### src/rtl/mcs51_serial_peer.sv
// Serial partner for the MCU UART: RX from TXD, TX into RXD, 8- or 9-bit async frames.
// Define MCS51_SERIAL_PEER_RXFIFO_EN for an RX_FIFO_DEPTH-entry receive FIFO (default: one holding register).
//
// state   | meaning (shared by the RX and TX machines)
// S_IDLE  | line idle; RX waits for a falling edge, TX offers tx_ready
// S_START | start bit (RX: counting to mid-bit for validation)
// S_DATA  | 8 data bits, LSB first
// S_BIT9  | optional 9th bit
// S_STOP  | stop bit (RX: also waits for line high after a framing error)
module mcs51_serial_peer #(
    parameter int CLKS_PER_BIT  = 32,
    parameter int RX_FIFO_DEPTH = 4
) (
    input  logic       clk,
    input  logic       reset_n,
    input  logic       nine_bit,
    input  logic       rxd_in,
    output logic       txd_out,
    input  logic       tx_valid,
    output logic       tx_ready,
    input  logic [7:0] tx_data,
    input  logic       tx_bit9,
    output logic       rx_valid,
    input  logic       rx_ready,
    output logic [7:0] rx_data,
    output logic       rx_bit9,
    output logic       rx_frame_err,
    output logic       rx_overrun
);

    localparam int CW = $clog2(CLKS_PER_BIT);
    localparam logic [CW-1:0] BIT_LAST  = CW'(CLKS_PER_BIT - 1);
    localparam logic [CW-1:0] HALF_LAST = CW'(CLKS_PER_BIT / 2 - 1);
    localparam logic [CW-1:0] CNT_ONE   = CW'(1);

    typedef enum logic [2:0] {S_IDLE, S_START, S_DATA, S_BIT9, S_STOP} state_t;

    // ---------------- RX input synchronizer ----------------
    logic rx_meta, rxs, rxs_d;

    always_ff @(posedge clk or negedge reset_n) begin
        if (!reset_n) begin
            rx_meta <= 1'b1;
            rxs     <= 1'b1;
            rxs_d   <= 1'b1;
        end else begin
            rx_meta <= rxd_in;
            rxs     <= rx_meta;
            rxs_d   <= rxs;
        end
    end

    // ---------------- RX state machine ----------------
    state_t          rx_state;
    logic [CW-1:0]   rx_cnt;
    logic [2:0]      rx_idx;
    logic [7:0]      rx_sh;
    logic            rx_b9;
    logic            rx_nine;
    logic            rx_err_wait;
    logic            rx_tc;
    logic            rx_push;
    logic            rx_pop;

    assign rx_tc   = (rx_cnt == '0);
    assign rx_push = (rx_state == S_STOP) && !rx_err_wait && rx_tc && rxs;
    assign rx_pop  = rx_valid && rx_ready;

    always_ff @(posedge clk or negedge reset_n) begin
        if (!reset_n) begin
            rx_state     <= S_IDLE;
            rx_cnt       <= '0;
            rx_idx       <= '0;
            rx_sh        <= '0;
            rx_b9        <= 1'b0;
            rx_nine      <= 1'b0;
            rx_err_wait  <= 1'b0;
            rx_frame_err <= 1'b0;
        end else begin
            rx_frame_err <= 1'b0;
            case (rx_state)
                S_IDLE: begin
                    if (rxs_d && !rxs) begin
                        rx_cnt   <= HALF_LAST;
                        rx_nine  <= nine_bit;
                        rx_state <= S_START;
                    end
                end
                S_START: begin
                    if (rx_tc) begin
                        if (!rxs) begin
                            rx_cnt   <= BIT_LAST;
                            rx_idx   <= '0;
                            rx_b9    <= 1'b0;
                            rx_state <= S_DATA;
                        end else begin
                            rx_state <= S_IDLE;
                        end
                    end else begin
                        rx_cnt <= rx_cnt - CNT_ONE;
                    end
                end
                S_DATA: begin
                    if (rx_tc) begin
                        rx_sh  <= {rxs, rx_sh[7:1]};
                        rx_cnt <= BIT_LAST;
                        rx_idx <= rx_idx + 3'd1;
                        if (rx_idx == 3'd7)
                            rx_state <= rx_nine ? S_BIT9 : S_STOP;
                    end else begin
                        rx_cnt <= rx_cnt - CNT_ONE;
                    end
                end
                S_BIT9: begin
                    if (rx_tc) begin
                        rx_b9    <= rxs;
                        rx_cnt   <= BIT_LAST;
                        rx_state <= S_STOP;
                    end else begin
                        rx_cnt <= rx_cnt - CNT_ONE;
                    end
                end
                S_STOP: begin
                    // after a low stop bit, hold here until the line returns high
                    if (rx_err_wait) begin
                        if (rxs) begin
                            rx_err_wait <= 1'b0;
                            rx_state    <= S_IDLE;
                        end
                    end else if (rx_tc) begin
                        if (rxs) begin
                            rx_state <= S_IDLE;
                        end else begin
                            rx_frame_err <= 1'b1;
                            rx_err_wait  <= 1'b1;
                        end
                    end else begin
                        rx_cnt <= rx_cnt - CNT_ONE;
                    end
                end
                default: rx_state <= S_IDLE;
            endcase
        end
    end

    // ---------------- RX buffer ----------------
`ifdef MCS51_SERIAL_PEER_RXFIFO_EN
    localparam int AW = $clog2(RX_FIFO_DEPTH);

    logic [8:0]  fifo_mem [RX_FIFO_DEPTH];
    logic [AW-1:0] wr_ptr, rd_ptr;
    logic [AW:0]   fifo_cnt;
    logic          fifo_full;
    logic          do_push;

    assign fifo_full = (fifo_cnt == (AW+1)'(RX_FIFO_DEPTH));
    // a pop frees a slot in the same cycle, so a full FIFO with a pop still accepts
    assign do_push   = rx_push && (!fifo_full || rx_pop);
    assign rx_valid  = (fifo_cnt != '0);
    assign rx_data   = fifo_mem[rd_ptr][7:0];
    assign rx_bit9   = fifo_mem[rd_ptr][8];

    always_ff @(posedge clk or negedge reset_n) begin
        if (!reset_n) begin
            for (int i = 0; i < RX_FIFO_DEPTH; i++) fifo_mem[i] <= '0;
            wr_ptr     <= '0;
            rd_ptr     <= '0;
            fifo_cnt   <= '0;
            rx_overrun <= 1'b0;
        end else begin
            rx_overrun <= rx_push && fifo_full && !rx_pop;
            if (do_push) begin
                fifo_mem[wr_ptr] <= {rx_b9, rx_sh};
                wr_ptr <= wr_ptr + AW'(1);
            end
            if (rx_pop)
                rd_ptr <= rd_ptr + AW'(1);
            case ({do_push, rx_pop})
                2'b10:   fifo_cnt <= fifo_cnt + (AW+1)'(1);
                2'b01:   fifo_cnt <= fifo_cnt - (AW+1)'(1);
                default: fifo_cnt <= fifo_cnt;
            endcase
        end
    end
`else
    always_ff @(posedge clk or negedge reset_n) begin
        if (!reset_n) begin
            rx_valid   <= 1'b0;
            rx_data    <= '0;
            rx_bit9    <= 1'b0;
            rx_overrun <= 1'b0;
        end else begin
            rx_overrun <= 1'b0;
            if (rx_push && rx_valid && !rx_pop) begin
                rx_overrun <= 1'b1;
            end else if (rx_push) begin
                rx_valid <= 1'b1;
                rx_data  <= rx_sh;
                rx_bit9  <= rx_b9;
            end else if (rx_pop) begin
                rx_valid <= 1'b0;
            end
        end
    end
`endif

    // ---------------- TX state machine ----------------
    state_t        tx_state;
    logic [CW-1:0] tx_cnt;
    logic [2:0]    tx_idx;
    logic [7:0]    tx_sh;
    logic          tx_b9;
    logic          tx_nine;
    logic          tx_tc;

    assign tx_tc = (tx_cnt == '0);

    always_ff @(posedge clk or negedge reset_n) begin
        if (!reset_n) begin
            tx_state <= S_IDLE;
            tx_cnt   <= '0;
            tx_idx   <= '0;
            tx_sh    <= '0;
            tx_b9    <= 1'b0;
            tx_nine  <= 1'b0;
            txd_out  <= 1'b1;
            tx_ready <= 1'b1;
        end else begin
            case (tx_state)
                S_IDLE: begin
                    if (tx_valid && tx_ready) begin
                        tx_sh    <= tx_data;
                        tx_b9    <= tx_bit9;
                        tx_nine  <= nine_bit;
                        txd_out  <= 1'b0;
                        tx_cnt   <= BIT_LAST;
                        tx_ready <= 1'b0;
                        tx_state <= S_START;
                    end
                end
                S_START: begin
                    if (tx_tc) begin
                        txd_out  <= tx_sh[0];
                        tx_sh    <= {1'b0, tx_sh[7:1]};
                        tx_idx   <= '0;
                        tx_cnt   <= BIT_LAST;
                        tx_state <= S_DATA;
                    end else begin
                        tx_cnt <= tx_cnt - CNT_ONE;
                    end
                end
                S_DATA: begin
                    if (tx_tc) begin
                        tx_cnt <= BIT_LAST;
                        if (tx_idx == 3'd7) begin
                            txd_out  <= tx_nine ? tx_b9 : 1'b1;
                            tx_state <= tx_nine ? S_BIT9 : S_STOP;
                        end else begin
                            txd_out <= tx_sh[0];
                            tx_sh   <= {1'b0, tx_sh[7:1]};
                            tx_idx  <= tx_idx + 3'd1;
                        end
                    end else begin
                        tx_cnt <= tx_cnt - CNT_ONE;
                    end
                end
                S_BIT9: begin
                    if (tx_tc) begin
                        txd_out  <= 1'b1;
                        tx_cnt   <= BIT_LAST;
                        tx_state <= S_STOP;
                    end else begin
                        tx_cnt <= tx_cnt - CNT_ONE;
                    end
                end
                S_STOP: begin
                    if (tx_tc) begin
                        tx_ready <= 1'b1;
                        tx_state <= S_IDLE;
                    end else begin
                        tx_cnt <= tx_cnt - CNT_ONE;
                    end
                end
                default: tx_state <= S_IDLE;
            endcase
        end
    end

endmodule
### config.mk
export PLATFORM = sky130hd
export DESIGN_NAME = mcs51_serial_peer
export DESIGN_NICKNAME = d
export VERILOG_FILES = /design/src/rtl/mcs51_serial_peer.sv
export SDC_FILE = /design/constraint.sdc
export NUM_CORES = 1
export LEC_CHECK = 0
export BUFFER_PORTS_ARGS = -buffer_cell sky130_fd_sc_hd__buf_2
export CORE_ASPECT_RATIO = 1.25
export CORE_MARGIN = 4
export CORE_UTILIZATION = 50
export DETAILED_ROUTE_END_ITERATION = 12
export PLACE_DENSITY_LB_ADDON = 0.1
export SLEW_MARGIN = 10
export SYNTH_ARGS = -nofsm -noshare
export SYNTH_HDL_FRONTEND = slang
export SYNTH_SLANG_ARGS = --single-unit
### constraint.sdc
create_clock -name clk -period 5.7 [get_ports clk]
set_input_delay 0.57 -clock clk [delete_from_list [all_inputs] [get_ports clk]]
set_output_delay 0.57 -clock clk [all_outputs]
set_load 0.03 [all_outputs]
# After elaboration in Yosys (flattened, before gate mapping)
# Cells that the tools add are included.
dict set report op_classes {
  reduce_logical 41
  addsub 4
  n_bitwise 1
  n_mux 62
  eq_ne 28
}
# operator count
set op_table {}
lappend op_table {{3-bit two-way mux} 21}
lappend op_table {{5-bit two-way mux} 9}
lappend op_table {{8-bit two-way mux} 4}
lappend op_table {{2-bit != test (second input constant)} 16}
lappend op_table {{3-bit case mux with 5 select lines} 2}
lappend op_table {{8-bit case mux with 3 select lines} 1}
lappend op_table {{5-bit case mux with 4 select lines} 1}
lappend op_table {{1-bit two-way mux} 17}
lappend op_table {{5-bit case mux with 3 select lines} 1}
lappend op_table {{5-bit AND reduction} 3}
lappend op_table {{3-bit by 2-bit == test with 1-bit output (second input constant)} 4}
lappend op_table {{3-bit == test (second input constant)} 4}
lappend op_table {{3-bit case mux with 2 select lines} 2}
lappend op_table {{4-bit AND reduction} 3}
lappend op_table {{6-bit AND reduction} 2}
lappend op_table {{5-bit logical NOT} 2}
lappend op_table {{2-bit AND reduction} 5}
lappend op_table {{2-bit nonzero test} 5}
lappend op_table {{5-bit by 1-bit subtractor with 5-bit output (second input constant)} 2}
lappend op_table {{1-bit logical AND} 8}
lappend op_table {{4-bit nonzero test} 2}
lappend op_table {{3-bit by 1-bit adder with 3-bit output (second input constant)} 2}
lappend op_table {{3-bit by 1-bit == test with 1-bit output (second input constant)} 2}
lappend op_table {{3-bit logical NOT} 2}
lappend op_table {{10 further kinds} 16}
dict set report totals {
  in_bits 15
  register_bits 60
  elab_cells 159
}

# Longest topological paths before layout
# Gate-level depths: netlist (run 1).
dict set report logic_depth {
  ltp_word 8
  mapped_depth 8
  mapped_depth_nobuf 6
}

# Least setup slack after synthesis (run 1)
# No wires, ideal clock.
dict set report synth_path {
  kind {register to register}
  from {register rx_cnt[0]}
  to {register rx_sh[0]}
  slack_ns 3.649
  n_path_buf 2
  stages_incl_launch_ff 8
  t_required_ns 5.575
  arrival_time_ns 1.926
  path_cell_list {dfrtp_1 inv_1 ha_1 or4b_1 buf_2 nor4b_4 buf_6 mux2_2}
}
dict set report synth_via {
  elab_chain_cells 2
}
# item line_no
set synth_rtl {}
lappend synth_rtl {{start: declaration} 55} ;# logic [CW-1:0] rx_cnt;
lappend synth_rtl {{start signal: assignment} 100} ;# rx_cnt <= rx_cnt - CNT_ONE;
lappend synth_rtl {{start signal: assignment} 111} ;# rx_cnt <= rx_cnt - CNT_ONE;
lappend synth_rtl {{start signal: assignment} 120} ;# rx_cnt <= rx_cnt - CNT_ONE;
lappend synth_rtl {{5-bit logical NOT} 65} ;# assign rx_tc = (rx_cnt == '0);
lappend synth_rtl {{2-bit AND reduction (no source line)} n/a}
lappend synth_rtl {{end signal: assignment} 105} ;# rx_sh <= {rxs, rx_sh[7:1]};
lappend synth_rtl {{end: declaration} 57} ;# logic [7:0] rx_sh;
# No other way between the ends.
# A chain may end at the register's enable or synchronous reset.

# Final worst setup path (run 1)
dict set report layout_path {
  from {register rx_cnt[0]}
  to {register rx_data[5]}
}
dict set report layout_via {
  elab_chain_cells 7
}
# item line_no
set layout_rtl {}
lappend layout_rtl {{5-bit logical NOT (*)} 65}
lappend layout_rtl {{1-bit logical AND (*) (2 in a row)} 66} ;# assign rx_push = (rx_state == S_STOP) && !rx_err_wait && rx_tc && rxs;
lappend layout_rtl {{1-bit logical AND (2 in a row)} 194} ;# if (rx_push && rx_valid && !rx_pop) begin
lappend layout_rtl {{1-bit inverter (no source line)} n/a}
lappend layout_rtl {{2-bit AND reduction (no source line) (*)} n/a}
lappend layout_rtl {{end signal: assignment} 198} ;# rx_data <= rx_sh;
lappend layout_rtl {{end: declaration} 25} ;# output logic [7:0] rx_data,
# Every way passes the cells marked *; elsewhere a longest branch is shown, timed or not.

==> results of run 1 <==
how the worst max path moves through the flow:
stage                   start    endpoint  slack (ps)  cells past startpoint
floorplan           rx_cnt[0]    rx_sh[0]        3650                      7
finish              rx_cnt[0]  rx_data[5]        3090                      6
global placement    rx_cnt[0]  rx_data[1]        3170                      6
global route        rx_cnt[0]  rx_data[3]        2860                      6
detailed placement  rx_cnt[0]  rx_data[2]        3100                      6
CTS                 rx_cnt[0]  rx_data[3]        3080                      6
area by class of cell:
| cell class | instances | area share, % |
|---|---|---|
| Timing Repair Buffer | 30 | 4.60 |
| Clock buffer | 11 | 4.20 |
| Sequential cell | 60 | 44.7 |
| Inverter | 14 | 1.56 |
| Clock inverter | 5 | 0.817 |
| Multi-Input combinational cell | 187 | 41.0 |
| Tap cell | 82 | 3.04 |
synthesized netlist by cell type, drive strengths merged:
cell	n
o311ai	2
nor2b	5
dfrtp	55
a221o	1
a31oi	1
o211ai	4
o21a	1
a211oi	5
a2111oi	1
o21ba	1
nor3	6
xnor2	2
a211o	1
a2bb2oi	1
nor4b	5
nand4	2
a22o	2
nor2	15
and3	2
mux2	40
dfstp	5
nand4b	1
o221ai	1
buf	8
inv	13
o31ai	2
clkbuf	10
o22ai	1
or3b	1
clkinv	1
o21ai	15
nand2b	3
o21bai	2
a21oi	20
a21o	1
or2	2
o41ai	1
nand3b	2
nand3	7
or4b	3
o32ai	1
nand2	18
nor3b	2
ha	6
a221oi	1
cells by family (layout without fill, tap and decap cells):
logic type | count (synthesis) | in the layout | share of synthesized area (%)
AOI/OAI and AO/OA | 65 | 65 | 13.9
xor gates and xnor gates | 2 | 2 | 0.579
buffers and inverters | 32 | 60 | 4.55
muxes | 40 | 40 | 14.9
adders and majority gates | 6 | 6 | 2.48
and+or+nand+nor | 74 | 74 | 13.8
DFF | 60 | 60 | 49.8
routing by layer:
layer / global-route usage [%] / vias to the layer above / share of wire (%) / wire length, um
met5: 0 / - / 0 / 0
met4: 8.01 / 0 / 1.6 / 92
met2: 26.9 / 41 / 48 / 2700
li1: - / 1059 / - / -
met1: 22.1 / 1067 / 47 / 2630
met3: 4.29 / 6 / 3.6 / 203
where the power goes:
group | internal [mW] | switching [mW] | leakage, nW
registers | 0.456 | 0.0552 | 0.766
clock network | 0.166 | 0.159 | 0.0889
logic | 0.0774 | 0.0799 | 0.691
total | 0.699 | 0.294 | 1.55
sequential cells by signal, summed over array words and instances (netlist names), 3 cells and up:
signal    cells
rx_data       8
rx_sh         8
tx_sh         8
rx_cnt        5
tx_cnt        5
rx_idx        3
rx_state      3
tx_idx        3
tx_state      3
worst max-delay path, delay by kind of cell (launching register included):
family / cells / cell delay (ps)
AND/OR/NAND/NOR: 3 / 1420
flip-flops: 1 / 370
multiplexers: 1 / 410
buffers and inverters: 1 / 100
adder cells (fa/ha/maj): 1 / 200
through the flow:
stage / hold slack [ps] / utilization, % / std cells
after floorplan: 274 / - / 279
after global placement: 346 / 54.6 / 373
after detailed placement: 349 / 54.6 / 373
after CTS: 323 / 57.5 / 389
after global routing: 325 / 57.5 / 389
final: 344 / 57.5 / 389
==> flow_summary_export.csv, run 1 <==
group,metric,value,unit
layout,final_cell_mix,"dfrtp_1 (55), mux2_2 (40), buf_2 (28)",
sta,period_needed,2610,ps
floorplan,num_io_pins,29,
detailed_routing,num_vias,2173,
floorplan,start_util,51.7,%
clock_network,cts.sinks,60,
job,cap_violations,0,
clock_network,h-tree-depth,3,
placement,gp_congestion,0.801,
synthesis,yosysUniqueCellTypes,53,
worst_setup_path,reg2reg_depth,6,
worst_setup_path,start_kind,"flip-flop",
sta,slew_headroom,44.6,%
sta,clock_skew,10.6,ps
layout,final_cell_area,3370,um2
layout,regArea,1510,um2
layout,drive_gt1_share,32.2,%
detailed_routing,drtIter0Drc,232,
layout,num-fill-cells,504,
layout,layout.nets,323,
worst_setup_path,critPathMaxStageDelay,650,ps
worst_setup_path,path_max_fanout,9,
global_routing,grtUsageTotal,17.1,%
synthesis,syn_area,3030,um2
worst_setup_path,cp.required,5910,ps
synthesis,synth-seq-cells,60,
floorplan,rows,31,
global_routing,grt_max_degree,61,
sta,tightest_slew,821,ps
sta,tns,0,ps
clock_network,numCtsBuffers,9,
synthesis,yosysWarnings,0,
floorplan,die_x,77.6,um
detailed_routing,wire_per_inst,14.5,um
global_routing,grt_overflow_total,0,
synthesis,syn_area_per_cell,10.9,um2
power_and_ir_drop,total_power,0.994,mW
hold_path,min_from,"rxd_in",
worst_setup_path,r2r-start,"rx_cnt[0]",
detailed_routing,drc,0,
power_and_ir_drop,vdd_drop_max,0.000206,V
placement,io_buffers,28,
clock_network,postCtsSetupRepairBufs,0,
detailed_routing,ant_nets,0,
placement,place_ws,3100,ps
sta,hold_viol,0,
sta,slew_viol_final,0,
floorplan,core,5860,um2
worst_setup_path,path_class,"flip-flop to flip-flop",
global_routing,grt_pass1_vias,2146,
layout,final_common_cell,"dfrtp_1",
detailed_routing,finalWirelength,5630,um
sta,fin_crit_sh,45.9,%
floorplan,die_h,95.0,um
layout,multi_input_area,1380,um2
worst_setup_path,arrival,2830,ps
worst_setup_path,cp-end-kind,"flip-flop",
clock_network,clkSlewWorstSetupHoldPaths,60,ps
synthesis,syn-instance-count,279,
clock_network,cts_root_buf,"clkbuf_8",
sta,rsz0062_at_grt,"no",
clock_network,cts_tree,"built",
worst_setup_path,crit_path_cell_trace,"inv_1 > ha_1 > nor4b_2 > nand4b_1 > nor2b_1 > mux2_2",
detailed_routing,dr.pass1.iters,4,
clock_network,insertion_delay,330,ps
clock_network,cts_resized,0,
detailed_routing,vias_per_cell,5.59,
floorplan,die-area,7370,um2
sta,fmax,0.382,GHz
synthesis,synth_seq_area_share,49.8,%
global_routing,antenna_found_initial,0,
layout,diodes,0,
synthesis,synth_top_area_share,45.5,%
synthesis,yosysTopAreaCell,"dfrtp_1",
clock_network,clock_path_buffers,2,
global_routing,grt_pass1_wl,9920,um
placement,dp_hpwl,3790,um
worst_setup_path,slowest_stage,"nor2b_1",
outcome,outcome,"finished, final reports clean",
hold_path,hold_class,"input port to flip-flop",
worst_setup_path,r2r_slack,3090,ps
layout,area_growth,11.3,%
hold_path,whs_path_depth,1,
power_and_ir_drop,total_leakage_power,1.55,nW
hold_path,whs_endpoint,"rx_meta",
sta,setup_violations,0,
synthesis,syn_nets,300,
worst_setup_path,r2r_end,"rx_data[5]",
sta,timing.final.ws_setup,3090,ps
clock_network,holdBufCountCts,0,
power_and_ir_drop,power.density,295,nW/um2
synthesis,synthTopCellsByArea,"dfrtp_1 (45%), mux2_2 (15%), dfstp_2 (4.3%)",
placement,place_area,3200,um2
Note: power is estimated with default switching activity, not from simulation.
==> run 2, diff against run 1 <==
==> constraint.sdc (replaced) <==
create_clock -name clk -period 2.3 [get_ports clk]
set_input_delay 0.23 -clock clk [delete_from_list [all_inputs] [get_ports clk]]
set_output_delay 0.23 -clock clk [all_outputs]
set_load 0.03 [all_outputs]
==> run 2 against run 1 <==
Against the previous run: final area up 3.6%; combinational power rose to 3.0 times the previous value; clock power up 140%; global-route usage down 0.86 points; register-to-register slack worse by 3000 ps; fmax up 19%; via count up 0.23%; first-iteration DRC count down 21%; sequential cell count unchanged; wire length down 1.5%.
==> flow_summary_export.csv, run 2 (synthesized netlist as in run 1, its figures left out) <==
group,metric,value,unit
outcome,outcome,"finished, final reports clean",
worst_setup_path,reg2reg_depth,6,
sta,setup_violations,0,
worst_setup_path,crit_path_cell_trace,"inv_1 > ha_1 > or4b_1 > nor4b_4 > buf_4 > mux2_2",
detailed_routing,drc,0,
detailed_routing,num_vias,2178,
placement,io_buffers,28,
power_and_ir_drop,total_leakage_power,1.61,nW
layout,area_growth,15.3,%
floorplan,num_io_pins,29,
worst_setup_path,endpoint,"rx_sh[5]",
sta,slew_viol_final,0,
sta,fmax,0.457,GHz
clock_network,clkSlewWorstSetupHoldPaths,70,ps
worst_setup_path,arrival,2400,ps
clock_network,cts_root_buf,"clkbuf_8",
floorplan,die_h,95.0,um
clock_network,cts_tree,"built",
sta,hold_viol,0,
floorplan,core,5860,um2
layout,drive_gt1_share,34.6,%
layout,final_cell_mix,"dfrtp_1 (55), mux2_2 (40), buf_2 (28)",
global_routing,grt_max_degree,35,
global_routing,grt_pass1_vias,2045,
sta,tightest_slew,745,ps
worst_setup_path,start_kind,"flip-flop",
placement,gp_congestion,0.793,
placement,dp_hpwl,3810,um
placement,place_area,3300,um2
floorplan,die_x,77.6,um
layout,multi_input_area,1390,um2
layout,regArea,1510,um2
layout,final_cell_area,3490,um2
detailed_routing,ant_nets,0,
power_and_ir_drop,power.density,711,nW/um2
detailed_routing,drtIter0Drc,184,
detailed_routing,finalWirelength,5540,um
worst_setup_path,cp-end-kind,"flip-flop",
hold_path,hold_class,"input port to flip-flop",
sta,period_needed,2190,ps
global_routing,grt_overflow_total,0,
worst_setup_path,path_class,"flip-flop to flip-flop",
clock_network,insertion_delay,330,ps
detailed_routing,dr.pass1.iters,4,
floorplan,start_util,51.7,%
worst_setup_path,cp-startpoint,"rx_cnt[0]",
global_routing,grtUsageTotal,16.2,%
layout,num-fill-cells,510,
worst_setup_path,slowest_stage,"or4b_1",
layout,diodes,0,
worst_setup_path,r2r_end,"rx_sh[5]",
sta,rsz0062_at_grt,"no",
worst_setup_path,cp.required,2510,ps
job,cap_violations,0,
sta,slew_headroom,49.7,%
layout,top_regs,"rx_data x8, rx_sh x8, tx_sh x8",
detailed_routing,wire_per_inst,13.7,um
layout,final_common_cell,"dfrtp_1",
global_routing,antenna_found_initial,0,
floorplan,rows,31,
worst_setup_path,path_max_fanout,11,
sta,clock_skew,8.99,ps
layout,final_util,59.6,%
worst_setup_path,critPathMaxStageDelay,600,ps
clock_network,numCtsBuffers,9,
layout,layout.nets,337,
worst_setup_path,r2r_slack,110,ps
clock_network,h-tree-depth,3,
floorplan,die-area,7370,um2
clock_network,postCtsSetupRepairBufs,0,
sta,tns,0,ps
sta,fin_crit_sh,95.2,%
global_routing,grt_pass1_wl,9470,um
clock_network,clock_path_buffers,2,
power_and_ir_drop,vdd_drop_max,0.000393,V
detailed_routing,vias_per_cell,5.40,
clock_network,cts.sinks,60,
worst_setup_path,r2r-start,"rx_cnt[0]",
-- run 2: cell count changes in the layout (fill, tap and decap cells not counted), sizes merged --
cell,previous run,this run
clkinv,5,4
dlygate4sd3,0,2
clkinvlp,1,2
buf,30,42
-- run 2: repair_timing --
action                                  CTS  global route
hold endpoints to repair                 25             0
hold buffers                              2             0
resized for setup                         0             1
endpoints found under the setup margin    0             8
-- run 2: layout make-up --
class                           instances  share of cell area [%]
Clock buffer                           11                    3.76
Clock inverter                          5                   0.860
Inverter                               14                    1.51
Multi-Input combinational cell        187                    39.8
Sequential cell                        60                    43.2
Tap cell                               82                    2.94
Timing Repair Buffer                   44                    7.96
-- run 2: worst min-delay path by stage --
stage | start | endpoint | slack (ps) | depth (start not counted)
5_1_grt | tx_bit9 | tx_b9 | 130 | 2
3_5_place_dp | reset_n | rx_state[1] | 300 | 1
3_3_place_gp | reset_n | rx_state[1] | 290 | 1
6_report | tx_bit9 | tx_b9 | 140 | 2
2_1_floorplan | reset_n | rx_b9 | -70 | 0
4_1_cts | tx_bit9 | tx_b9 | 120 | 2
-- run 2: per-layer routing --
layer / vias to the layer above / track usage [%] / wire length, um
li1: 1081 / - / -
met1: 1049 / 22.2 / 2680
met2: 39 / 24.4 / 2570
met3: 9 / 2.58 / 180
met4: 0 / 9.50 / 110
met5: - / 0 / 0
-- run 2: through the flow --
stage	power, mW	instances	hold slack (ps)	worst slack [ps]
2_1_floorplan	1.58	279	-65.6	249
3_3_place_gp	1.70	385	294	169
3_5_place_dp	1.71	385	297	122
4_1_cts	2.51	403	121	104
5_1_grt	2.63	403	130	9.33
6_report	2.48	403	135	111
-- run 2: worst max-delay path: cells and delay by family, from the launching register on --
kind	cells	cell delay (ps)
and+or+nand+nor	2	850
DFF	1	380
muxes	1	350
buffers and inverters	2	310
adders and majority gates	1	200
-- run 2: where the power goes --
group	switching [mW]	internal (mW)	leakage [nW]
registers	0.0985	1.13	0.766
clock network	0.402	0.385	0.0791
logic	0.246	0.222	0.767
total	0.746	1.74	1.61
